<file path="src/rtl/scoreboard_ctrl.sv">
// In-order commit scoreboard: circular buffer of issued instructions with out-of-order writeback.
// Define SCOREBOARD_CTRL_FORWARD_EN to build the rs1 forwarding/busy lookup.
module scoreboard_ctrl #(
    parameter int NR_ENTRIES    = 4,
    parameter int NR_WB_PORTS   = 2,
    parameter int TRANS_ID_BITS = $clog2(NR_ENTRIES)
) (
    input  logic                                 clk_i,
    input  logic                                 rst_i,
    input  logic                                 flush_i,
    input  logic                                 issue_valid_i,
    input  logic [4:0]                           issue_rd_i,
    input  logic [3:0]                           issue_fu_i,
    output logic                                 issue_ready_o,
    output logic [TRANS_ID_BITS-1:0]             issue_trans_id_o,
    input  logic [NR_WB_PORTS-1:0]               wb_valid_i,
    input  logic [NR_WB_PORTS*TRANS_ID_BITS-1:0] wb_trans_id_i,
    input  logic [NR_WB_PORTS*64-1:0]            wb_result_i,
    input  logic [NR_WB_PORTS-1:0]               wb_ex_valid_i,
    output logic                                 commit_valid_o,
    input  logic                                 commit_ack_i,
    output logic [4:0]                           commit_rd_o,
    output logic [63:0]                          commit_result_o,
    output logic [TRANS_ID_BITS-1:0]             commit_trans_id_o,
    output logic                                 commit_ex_valid_o,
    output logic [TRANS_ID_BITS:0]               count_o,
    input  logic [4:0]                           rs1_i,
    output logic                                 rs1_busy_o,
    output logic                                 rs1_fwd_valid_o,
    output logic [63:0]                          rs1_fwd_o
);

    localparam int IW = TRANS_ID_BITS;
    localparam int PW = TRANS_ID_BITS + 1;

    logic [PW-1:0]                  head_q, tail_q, count;
    logic [IW-1:0]                  head_idx, tail_idx;
    logic [NR_ENTRIES-1:0]          done_q, ex_valid_q;
    logic [NR_ENTRIES-1:0][4:0]     rd_q;
    logic [NR_ENTRIES-1:0][3:0]     fu_q;
    logic [NR_ENTRIES-1:0][63:0]    result_q;

    logic                           issue_fire, commit_fire;
    logic [NR_ENTRIES-1:0]          wb_set, wb_ex;
    logic [NR_ENTRIES-1:0][63:0]    wb_res;

    assign head_idx = head_q[IW-1:0];
    assign tail_idx = tail_q[IW-1:0];
    assign count    = tail_q - head_q;
    assign count_o  = count;

    assign issue_ready_o    = (count < PW'(NR_ENTRIES));
    assign issue_trans_id_o = tail_idx;
    assign issue_fire       = issue_valid_i && issue_ready_o && !flush_i;

    assign commit_valid_o    = (count != '0) && done_q[head_idx];
    assign commit_fire       = commit_valid_o && commit_ack_i && !flush_i;
    assign commit_rd_o       = commit_valid_o ? rd_q[head_idx]     : '0;
    assign commit_result_o   = commit_valid_o ? result_q[head_idx] : '0;
    assign commit_trans_id_o = commit_valid_o ? head_idx           : '0;
    assign commit_ex_valid_o = commit_valid_o && ex_valid_q[head_idx];

    // Highest port first so the lowest-index port overwrites on a collision.
    always_comb begin : wb_decode
        logic [IW-1:0] id;
        logic [IW-1:0] off;
        wb_set = '0;
        wb_ex  = '0;
        wb_res = '0;
        id     = '0;
        off    = '0;
        for (int p = NR_WB_PORTS - 1; p >= 0; p--) begin
            id  = wb_trans_id_i[p*IW +: IW];
            off = id - head_idx;
            if (wb_valid_i[p] && ({1'b0, off} < count)) begin
                wb_set[id] = 1'b1;
                wb_ex[id]  = wb_ex_valid_i[p];
                wb_res[id] = wb_result_i[p*64 +: 64];
            end
        end
    end

    always_ff @(posedge clk_i or posedge rst_i) begin
        if (rst_i) begin
            head_q     <= '0;
            tail_q     <= '0;
            done_q     <= '0;
            ex_valid_q <= '0;
        end else if (flush_i) begin
            head_q     <= '0;
            tail_q     <= '0;
            done_q     <= '0;
            ex_valid_q <= '0;
        end else begin
            for (int e = 0; e < NR_ENTRIES; e++) begin
                if (wb_set[e]) begin
                    done_q[e]     <= 1'b1;
                    ex_valid_q[e] <= wb_ex[e];
                end
            end
            // A freed head must not keep a same-cycle writeback's done bit.
            if (commit_fire) begin
                done_q[head_idx]     <= 1'b0;
                ex_valid_q[head_idx] <= 1'b0;
                head_q               <= head_q + PW'(1);
            end
            if (issue_fire) begin
                done_q[tail_idx]     <= 1'b0;
                ex_valid_q[tail_idx] <= 1'b0;
                tail_q               <= tail_q + PW'(1);
            end
        end
    end

    always_ff @(posedge clk_i) begin
        if (!flush_i) begin
            for (int e = 0; e < NR_ENTRIES; e++) begin
                if (wb_set[e])
                    result_q[e] <= wb_res[e];
            end
            if (issue_fire) begin
                rd_q[tail_idx] <= issue_rd_i;
                fu_q[tail_idx] <= issue_fu_i;
            end
        end
    end

    logic unused_fu;
    assign unused_fu = ^fu_q;

`ifdef SCOREBOARD_CTRL_FORWARD_EN
    // Oldest to youngest, so the youngest matching entry is the one left standing.
    always_comb begin : fwd_search
        logic [IW-1:0] idx;
        rs1_busy_o      = 1'b0;
        rs1_fwd_valid_o = 1'b0;
        rs1_fwd_o       = '0;
        idx             = '0;
        for (int k = 0; k < NR_ENTRIES; k++) begin
            idx = head_idx + IW'(k);
            if ((PW'(k) < count) && (rs1_i != 5'd0) && (rd_q[idx] == rs1_i)) begin
                rs1_busy_o      = !done_q[idx];
                rs1_fwd_valid_o = done_q[idx];
                rs1_fwd_o       = done_q[idx] ? result_q[idx] : '0;
            end
        end
    end
`else
    logic unused_rs1;
    assign unused_rs1      = ^rs1_i;
    assign rs1_busy_o      = 1'b0;
    assign rs1_fwd_valid_o = 1'b0;
    assign rs1_fwd_o       = '0;
`endif

endmodule

</file>
<file path="config.mk">
export PLATFORM = sky130hd
export DESIGN_NAME = scoreboard_ctrl
export DESIGN_NICKNAME = d
export VERILOG_FILES = /design/src/rtl/scoreboard_ctrl.sv
export SDC_FILE = /design/constraint.sdc
export NUM_CORES = 1
export LEC_CHECK = 0
export CAP_MARGIN = 20
export CORE_MARGIN = 3
export CORE_UTILIZATION = 47
export DETAILED_ROUTE_END_ITERATION = 8
export GPL_TIMING_DRIVEN = 0
export PLACE_DENSITY_LB_ADDON = 0.05
export REMOVE_ABC_BUFFERS = 1
export SLEW_MARGIN = 20
export SYNTH_ARGS = -nofsm -noshare
export SYNTH_HDL_FRONTEND = slang
export SYNTH_SLANG_ARGS = --single-unit
export TNS_END_PERCENT = 50
</file>
<file path="constraint.sdc">
create_clock -name clk_i -period 6.3 [get_ports clk_i]
set_input_delay 0.63 -clock clk_i [delete_from_list [all_inputs] [get_ports clk_i]]
set_output_delay 0.63 -clock clk_i [all_outputs]
set_load 0.005 [all_outputs]
</file>
==> results of run 1 <==
## cell usage after synthesis, drive strengths merged (2+ instances only)
library cell,n,area (sq um)
a21oi,8,40.0
mux4,71,1600
inv,17,66.3
buf,110,719
xor2,2,17.5
nor2,19,81.3
a221oi,4,35.0
a221o,3,30.0
ha,13,163
nand2b,3,18.8
a211oi,2,25.0
dfrtp,14,350
nor3,4,35.0
xnor2,6,52.6
nand2,4,20.0
a22o,256,2240
clkbuf,37,139
edfxtp,276,8290
a2111oi,2,55.1
nor2b,11,68.8
o21ai,4,20.0
and2,78,490
## area by class of cell
class / count / area, sq um
fill: 2332 / 11600
sequential: 290 / 8650
antenna: 1 / 2.50
multi-input combinational: 562 / 5380
inverter: 17 / 68.8
clock buffer: 39 / 806
clock inverter: 18 / 77.6
timing repair buffer: 274 / 3110
tap: 390 / 488
## metrics by stage
step / power (W) / util / setup slack, ns / hold slack (ns) / TNS [ns]
floorplan: 0.00241 / - / -3.79 / 0.485 / -1410.44
global placement: 0.00264 / 0.555 / -10.46 / 0.502 / -4972.01
detailed placement: 0.00267 / 0.586 / 1.25 / 0.513 / 0
CTS: 0.00428 / 0.615 / 1.14 / 0.447 / 0
global route: 0.00439 / 0.615 / 1.00 / 0.474 / 0
finish: 0.00425 / 0.615 / 1.25 / 0.446 / 0
## logic make-up (layout without fill, tap and decap cells)
family	after synthesis	in the layout	share of synthesized area
xor+xnor	9	9	0.00641
mux	71	71	0.109
buf+inv	164	348	0.0632
other cells	1	67	0.000256
flops	290	290	0.590
compound gates	281	281	0.168
simple gates	121	121	0.0497
fa+ha+maj	14	14	0.0125
## critical path: stages (launching register included)
cell	delay (ns)
dfrtp_4	0.78
buf_16	0.34
inv_1	0.19
fa_1	0.42
xnor3_2	0.44
inv_4	0.09
nand2_2	0.07
nand2_2	0.07
inv_4	0.60
and2_1	0.31
clkdlybuf4s50_1	0.53
## power by group
| part | switching, W | internal, W |
|---|---|---|
| logic | 0.000224 | 0.000226 |
| clock network | 0.000718 | 0.000894 |
| registers | 0.0000159 | 0.00217 |
## state kept, by name (all words and copies together) (netlist names)
register	count
head_q	3
tail_q	3
result_q	256
rd_q	20
ex_valid_q	4
done_q	4
## worst paths after layout
check	startpoint	to	slack [ns]	cells after the start
max in group asynchronous	rst_i	head_q[1]	5.40	2
min	rst_i	tail_q[2]	0.45	2
min in group clk_i	done_q[1]	done_q[1]	0.52	2
max reg2reg	head_q[1]	result_q[102]	1.34	13
min reg2reg	done_q[1]	done_q[1]	0.52	2
max	head_q[1]	commit_result_o[26]	1.25	10
## layer usage
layer	track usage	share of wire	vias to the layer above
met5	0	0.0013	-
met4	0.0530	0.017	8
met3	0.0405	0.072	73
met2	0.414	0.53	357
met1	0.290	0.38	4823
li1	-	-	4206
==> run summary, run 1 <==
run status: finished clean
routed wire length per instance: 24.6 um
Sink Count: 290
DR pass1 iterations: 5
H-Tree Depth: 1
maxcap violations: 0
Crit path arrival time: 4.42 ns
count of state elements after synthesis: 290
DR vias: 9467
PortBufs: 224
remaining antenna violation count: 0
TritonCTS Buffers: 31
min Tclk post-route: 5.05 ns
Crit path required time: 5.67 ns
Worst Max-Slew Pin Slew: 0.855 ns
Worst-path clk slew: 0.06 ns
dpl cell area: 17700 sq um
non-filler cells, final: 1591
maximum VDD drop: 0.000210 V
Max Slew Vio Count: 0
Worst-Skew Late Latency: 0.55 ns
CTS root buf: clkbuf_16
CTS Buffer Depth: 3
routability cong.: 0.762
Final HPWL DP: 25.9 mm
critical path peak fanout: 74
Avg Cell Area, Syn: 15.4 sq um
DR iter-0 viols: 636
LEAKAGE: 6.30 nW
Hold Path Class: input pin to asynchronous set/reset pin
Clock Skews: 0.0126 ns
DRC errors left: 0
# Post-CTS Setup Buffers: 0
largest net degree at the start of global routing: 75
Syn Inst Count: 951
unrepaired setup endpoints after global routing: false
number of antenna violations at the first check in global routing: 5
Tcrit/Tclk final: 0.802
Design Area, Final: 18600 sq um
first-pass GRT wire length: 58.8 mm
Final #Nets: 1345
post-synthesis sequential area ratio: 0.590
Die Wd: 182 um
type of origin of the critical path: register
Post-synth EDFFs: 276
post-CTS sizing: 0
synth unique cells: 38
share of layout cells above drive strength 1: 0.150
Synth Warn #: 0
Placed Instances: 1533
grt total ovfl: 0
Hold Vio Cnt, Final: 0
vias per cell: 5.95
Initial Utilization: 0.485
Slew HR: 0.428
I/O Pins: 300
Die Y: 182 um
GRT Util Overall: 0.230
CTS tree: done
vias in the first global route: 9898
Highest Clock Rate: 0.198 GHz
most common cell after layout, fill and taps aside: edfxtp_1
std cell rows: 63
top_reg_cell synth: edfxtp_1
Setup violations, final: 0
synthesized area: 14600 sq um
crit path capture type: primary output
Total Wirelength: 39.1 mm
CP Class: register to primary output
most frequent cells in the layout: edfxtp_1 (276), a22o_1 (256), clkdlybuf4s50_1 (224)
full die area: 33300 sq um
synthesis-to-finish area growth: 26.9%
Post-synth ARST share: 0.0483
hold_buf cts: 0
pwr dens: 229 nW/um^2
Core ar.: 30200 sq um
Note: power is estimated with default switching activity, not from simulation.
==> run 2: changes to the inputs <==
Settings changed: CORE_UTILIZATION 47 to 52.
Clock period 6.3 ns to 5 ns, I/O delays scaled along.
==> run summary, run 2 (synthesized netlist as in run 1, its figures left out) <==
run status: finished clean
Highest Clock Rate: 0.217 GHz
vias in the first global route: 10300 (+3.6%)
final setup margin: 0.384 ns (-0.866 ns)
PortBufs: 224 (unchanged)
DR pass1 iterations: 5 (unchanged)
full die area: 30200 sq um (-9.3%)
Final HPWL DP: 25.6 mm (-1.4%)
cell repeated most along the worst path: nand2_2
H-Tree Depth: 1 (unchanged)
worst hold slack: 0.310 ns (-0.136 ns)
largest register by flop count: result_q
most frequent cells in the layout: edfxtp_1 (276), a22o_1 (256), clkdlybuf4s50_1 (224)
CP delay by family, top: buffers and inverters
I/O Pins: 300 (unchanged)
maximum VDD drop: 0.000196 V (-6.3%)
reg-to-reg slack, setup: 0.44 ns (-0.90 ns)
Sink Count: 290 (unchanged)
Worst-path clk slew: 0.06 ns (about the same)
Die Wd: 174 um (-4.8%)
met2 WL: 19.7 mm (-4.2%)
unrepaired setup endpoints after global routing: false
top sig layer: met5
Worst Max-Slew Pin Slew: 0.829 ns (-0.0257 ns)
hold_buf cts: 0 (unchanged)
M1 wire length: 15.3 mm (+1.8%)
Final #Nets: 1347 (+0.15%)
remaining antenna violation count: 0 (unchanged)
Worst-Skew Late Latency: 0.55 ns (about the same)
CP Class: register to primary output
R2R Path Start: head_q[1]
synthesis-to-finish area growth: 27.3%
Setup violations, final: 0 (unchanged)
Die Y: 174 um (-4.8%)
Clock Skews: 0.00818 ns (-0.00443 ns)
GRT Util Overall: 0.251 (+0.0217)
DR vias: 9602 (+1.4%)
largest net degree at the start of global routing: 75 (unchanged)
Slew HR: 0.445 (+0.0172)
maxcap violations: 0 (unchanged)
LEAKAGE: 6.33 nW (+0.34%)
crit path capture type: primary output
critical path peak fanout: 74 (unchanged)
Hold Vio Cnt, Final: 0 (unchanged)
DR WL met3: 2.82 mm (+0.57%)
Critical path origin: head_q[1]
Final Util: 0.681 (+0.0662)
Crit path required time: 4.50 ns (-1.17 ns)
Total Wirelength: 38.7 mm (-1.1%)
DR iter-0 viols: 952 (+50%)
Setup TNS: 0 ns (unchanged)
routability cong.: 0.803 (+5.3%)
most common cell after layout, fill and taps aside: edfxtp_1
pwr dens: 288 nW/um^2 (+26%)
routed wire length per instance: 24.6 um (about the same)
DRC errors left: 0 (unchanged)
CTS tree: done
Max Slew Vio Count: 0 (unchanged)
CTS root buf: clkbuf_16
CTS Buffer Depth: 3 (unchanged)
TritonCTS Buffers: 31 (unchanged)
min Tclk post-route: 4.62 ns
Place WS: 0.215 ns (-1.03 ns)
grt total ovfl: 0 (unchanged)
std cell rows: 60 (-4.8%)
Hold Path Class: input pin to asynchronous set/reset pin
CP peak stage delay: 0.67 ns (-0.11 ns)
max reg flops: 256 (unchanged)
number of antenna violations at the first check in global routing: 8 (+3)
Initial Utilization: 0.535 (+0.0508)
first-pass GRT wire length: 59.3 mm (+0.75%)
Slowest cell on crit path: dfrtp_4
Core ar.: 27300 sq um (-9.5%)
Tcrit/Tclk final: 0.923
vias per cell: 6.10 (+2.5%)
critical path cell sequence: buf_16 -> inv_1 -> fa_1 -> xnor3_2 -> inv_4 -> nand2_2 -> nand2_2 -> inv_6 -> and2_1 -> clkdlybuf4s50_1
biggest registers after layout: result_q: 256 flops, rd_q: 20 flops
Worst Path Buf+Inv: 5 (unchanged)
Tot Pwr: 0.00536 W (+26%)
Crit path arrival time: 4.12 ns (-0.30 ns)
type of origin of the critical path: register
share of layout cells above drive strength 1: 0.156 (+0.00596)
run 2: area by class of cell:
type | count | area (sq um)
well taps | 372 | 465
inverters | 17 | 71.3
clock buffers | 38 | 802
repair buffers | 276 | 3170
diodes | 3 | 7.51
multi-input cells | 562 | 5380
clock inverters | 16 | 85.1
flip-flops and latches | 290 | 8650
fillers | 1977 | 8710
run 2: path summary, 6_finish.rpt:
path / cells past startpoint / to
min reg2reg: 2 / done_q[0]
min: 2 / tail_q[0]
min in group clk_i: 2 / done_q[0]
max: 10 / commit_result_o[27]
max in group asynchronous: 2 / head_q[1]
max reg2reg: 11 / result_q[189]
run 2: per-layer routing:
metal	GRT usage	vias to the layer above
li1	-	4193
met1	0.322	4897
met2	0.439	427
met3	0.0491	73
met4	0.0694	12
met5	0	-
run 2: timing repair:
action,CTS,global route
setup buffers,0,1
resized for setup,1,0
setup endpoints to repair,4,2
gates cloned,0,0
run 2: report_power, final:
group / total (W) / internal (W) / switching (W) / leakage (nW)
Combinational: 0.000568 / 0.000287 / 0.000281 / 3.21
Clock: 0.00204 / 0.00113 / 0.000910 / 0.432
Sequential: 0.00275 / 0.00273 / 0.0000198 / 2.68
run 2: stage by stage:
step,instances,area (sq um)
final,1574,18600
after global routing,1573,18600
after CTS,1570,18600
after detailed placement,1516,17700
after global placement,1465,16700
after floorplan,869,14000
==> run 3: changes to the inputs <==
Settings changed: CAP_MARGIN 20 to unset, SLEW_MARGIN 20 to 10.
==> run summary, run 3 (synthesized netlist as in run 1, its figures left out) <==
Final HPWL DP: 24.9 mm (-2.7%)
Setup TNS: 0 ns (unchanged)
CTS Buffer Depth: 3 (unchanged)
crit path capture type: register
Highest Clock Rate: 0.209 GHz (-3.6%)
vias in the first global route: 10100 (-1.1%)
TritonCTS Buffers: 31 (unchanged)
Total Wirelength: 38.7 mm (about the same)
I/O Pins: 300 (unchanged)
DR vias: 9570 (-0.33%)
Sink Count: 290 (unchanged)
maxcap violations: 0 (unchanged)
LEAKAGE: 6.36 nW (+0.54%)
Setup violations, final: 0 (unchanged)
min Tclk post-route: 4.79 ns (+0.171 ns)
critical path peak fanout: 40 (-46%)
routed wire length per instance: 24.5 um (-0.14%)
R2R Path Start: head_q[1]
DRC errors left: 0 (unchanged)
unrepaired setup endpoints after global routing: false
DR iter-0 viols: 908 (-4.6%)
Max Slew Vio Count: 0 (unchanged)
Flop pwr share: 0.485 (-0.028)
Final #Nets: 1343 (-0.30%)
largest register by flop count: result_q
first-pass GRT wire length: 58.9 mm (-0.56%)
remaining antenna violation count: 0 (unchanged)
largest net degree at the start of global routing: 75 (unchanged)
DR pass1 iterations: 5 (unchanged)
pwr dens: 303 nW/um^2 (+5.3%)
Hold Path Class: input pin to asynchronous set/reset pin
Initial Utilization: 0.535 (unchanged)
clock network power share: 0.415 (+0.034)
Die Wd: 174 um (unchanged)
proportion of power drawn by combinational gates: 0.099 (-0.007)
Sw Share: 0.215 (-0.0110)
reg-to-reg slack, setup: 0.21 ns (-0.23 ns)
max reg flops: 256 (unchanged)
synthesis-to-finish area growth: 27.9%
CP Class: register to register
hold_buf cts: 0 (unchanged)
CTS root buf: clkbuf_16
most common cell after layout, fill and taps aside: edfxtp_1
sw power: 0.00122 W (+0.62%)
non-filler cells, final: 1575 (+0.064%)
Tcrit/Tclk final: 0.957 (+0.0342)
Slew HR: 0.399 (-0.0462)
Pint: 0.00445 W (+7.3%)
Worst Max-Slew Pin Slew: 0.901 ns (+0.0719 ns)
vias per cell: 6.08 (-0.40%)
full die area: 30200 sq um (unchanged)
worst reg2reg endpoint: result_q[115]
Core ar.: 27300 sq um (unchanged)
run status: finished clean
H-Tree Depth: 1 (unchanged)
biggest registers after layout: result_q: 256 flops, rd_q: 20 flops
r2r worst-path depth: 11 (unchanged)
fill count: 1958 (-0.96%)
Clock Skews: 0.0102 ns (+0.00200 ns)
Crit path arrival time: 5.09 ns (+0.97 ns)
Crit path required time: 5.30 ns (+0.80 ns)
Place WS: -0.0391 ns (-0.254 ns)
grt total ovfl: 0 (unchanged)
most frequent cells in the layout: edfxtp_1 (276), a22o_1 (256), clkdlybuf4s50_1 (224)
share of layout cells above drive strength 1: 0.154 (-0.00154)
maximum VDD drop: 0.000211 V (+7.5%)
type of origin of the critical path: register
Worst-path clk slew: 0.06 ns (about the same)
Placed Instances: 1509 (-0.46%)
Worst-Skew Late Latency: 0.55 ns (about the same)
routability cong.: 0.803 (unchanged)
number of antenna violations at the first check in global routing: 3 (-5)
Die Y: 174 um (unchanged)
GRT Util Overall: 0.250 (-0.00167)
CTS tree: done
final setup margin: 0.213 ns (-0.171 ns)
std cell rows: 60 (unchanged)
Hold Vio Cnt, Final: 0 (unchanged)
PortBufs: 224 (unchanged)
run 3: cell count changes in the layout (fill, tap and decap cells not counted), sizes merged:
cell | previous run | this run
bufinv | 0 | 5
clkinvlp | 2 | 1
diode | 3 | 5
clkbuf | 38 | 42
buf | 52 | 48
clkinv | 13 | 9
inv | 18 | 17
run 3: what timing repair did:
item | in CTS | in global routing
resized for setup | 1 | 1
pin swaps | 2 | 1
setup buffers | 1 | 3
gates cloned | 0 | 0
setup endpoints to repair | 40 | 17
run 3: worst max path at each step:
stage | depth (start not counted) | slack [ns] | endpoint | startpoint
finish | 11 | 0.21 | result_q[115] | head_q[1]
global route | 11 | 0.004 | result_q[113] | head_q[1]
CTS | 11 | 0.04 | result_q[59] | head_q[1]
detailed placement | 12 | -0.04 | result_q[178] | head_q[1]
global placement | 9 | -11.43 | result_q[242] | head_q[0]
floorplan | 9 | -5.09 | result_q[128] | head_q[0]
run 3: layout make-up:
cell class | instances | area [sq um] | area share
Inverter | 17 | 73.8 | 0.00395
Sequential cell | 290 | 8650 | 0.462
Timing Repair Buffer | 272 | 3090 | 0.165
Multi-Input combinational cell | 562 | 5380 | 0.287
Tap cell | 372 | 465 | 0.0249
Clock buffer | 42 | 847 | 0.0453
Antenna cell | 5 | 12.5 | 0.000669
Clock inverter | 15 | 199 | 0.0106
run 3: metal layers:
metal  up-vias  GRT usage  wire (um)
met5         -          0         21
met4         4     0.0597        626
met3        59     0.0482       3200
met2       486      0.436      19700
met1      4832      0.325      15100
li1       4189          -          -
run 3: per-stage QoR:
stage / power, W / util / hold slack [ns] / area [sq um]
after floorplan: 0.00303 / - / 0.389 / 14000
after global routing: 0.00584 / 0.684 / 0.346 / 18700
final: 0.00567 / 0.685 / 0.315 / 18700
after CTS: 0.00569 / 0.683 / 0.306 / 18700
after global placement: 0.00332 / 0.612 / 0.506 / 16700
after detailed placement: 0.00336 / 0.645 / 0.520 / 17600
run 3: worst max-delay path, stage by stage (launching register included):
cell and delay, ns:
dfrtp_4 0.84, buf_16 0.34, inv_1 0.19, fa_1 0.62, inv_1 0.09, ha_1 0.27
a21o_1 0.28, a2111oi_4 0.89, nor2_4 0.33, buf_16 0.27, buf_12 0.18, a22o_1 0.21
run 3: power by group through the flow:
stage	combinational, W	clock [W]	sequential (W)
detailed placement	0.000558	0	0.00280
CTS	0.000561	0.00238	0.00275
global placement	0.000507	0	0.00282
global route	0.000604	0.00248	0.00276
floorplan	0.000231	0	0.00280
finish	0.000563	0.00235	0.00275
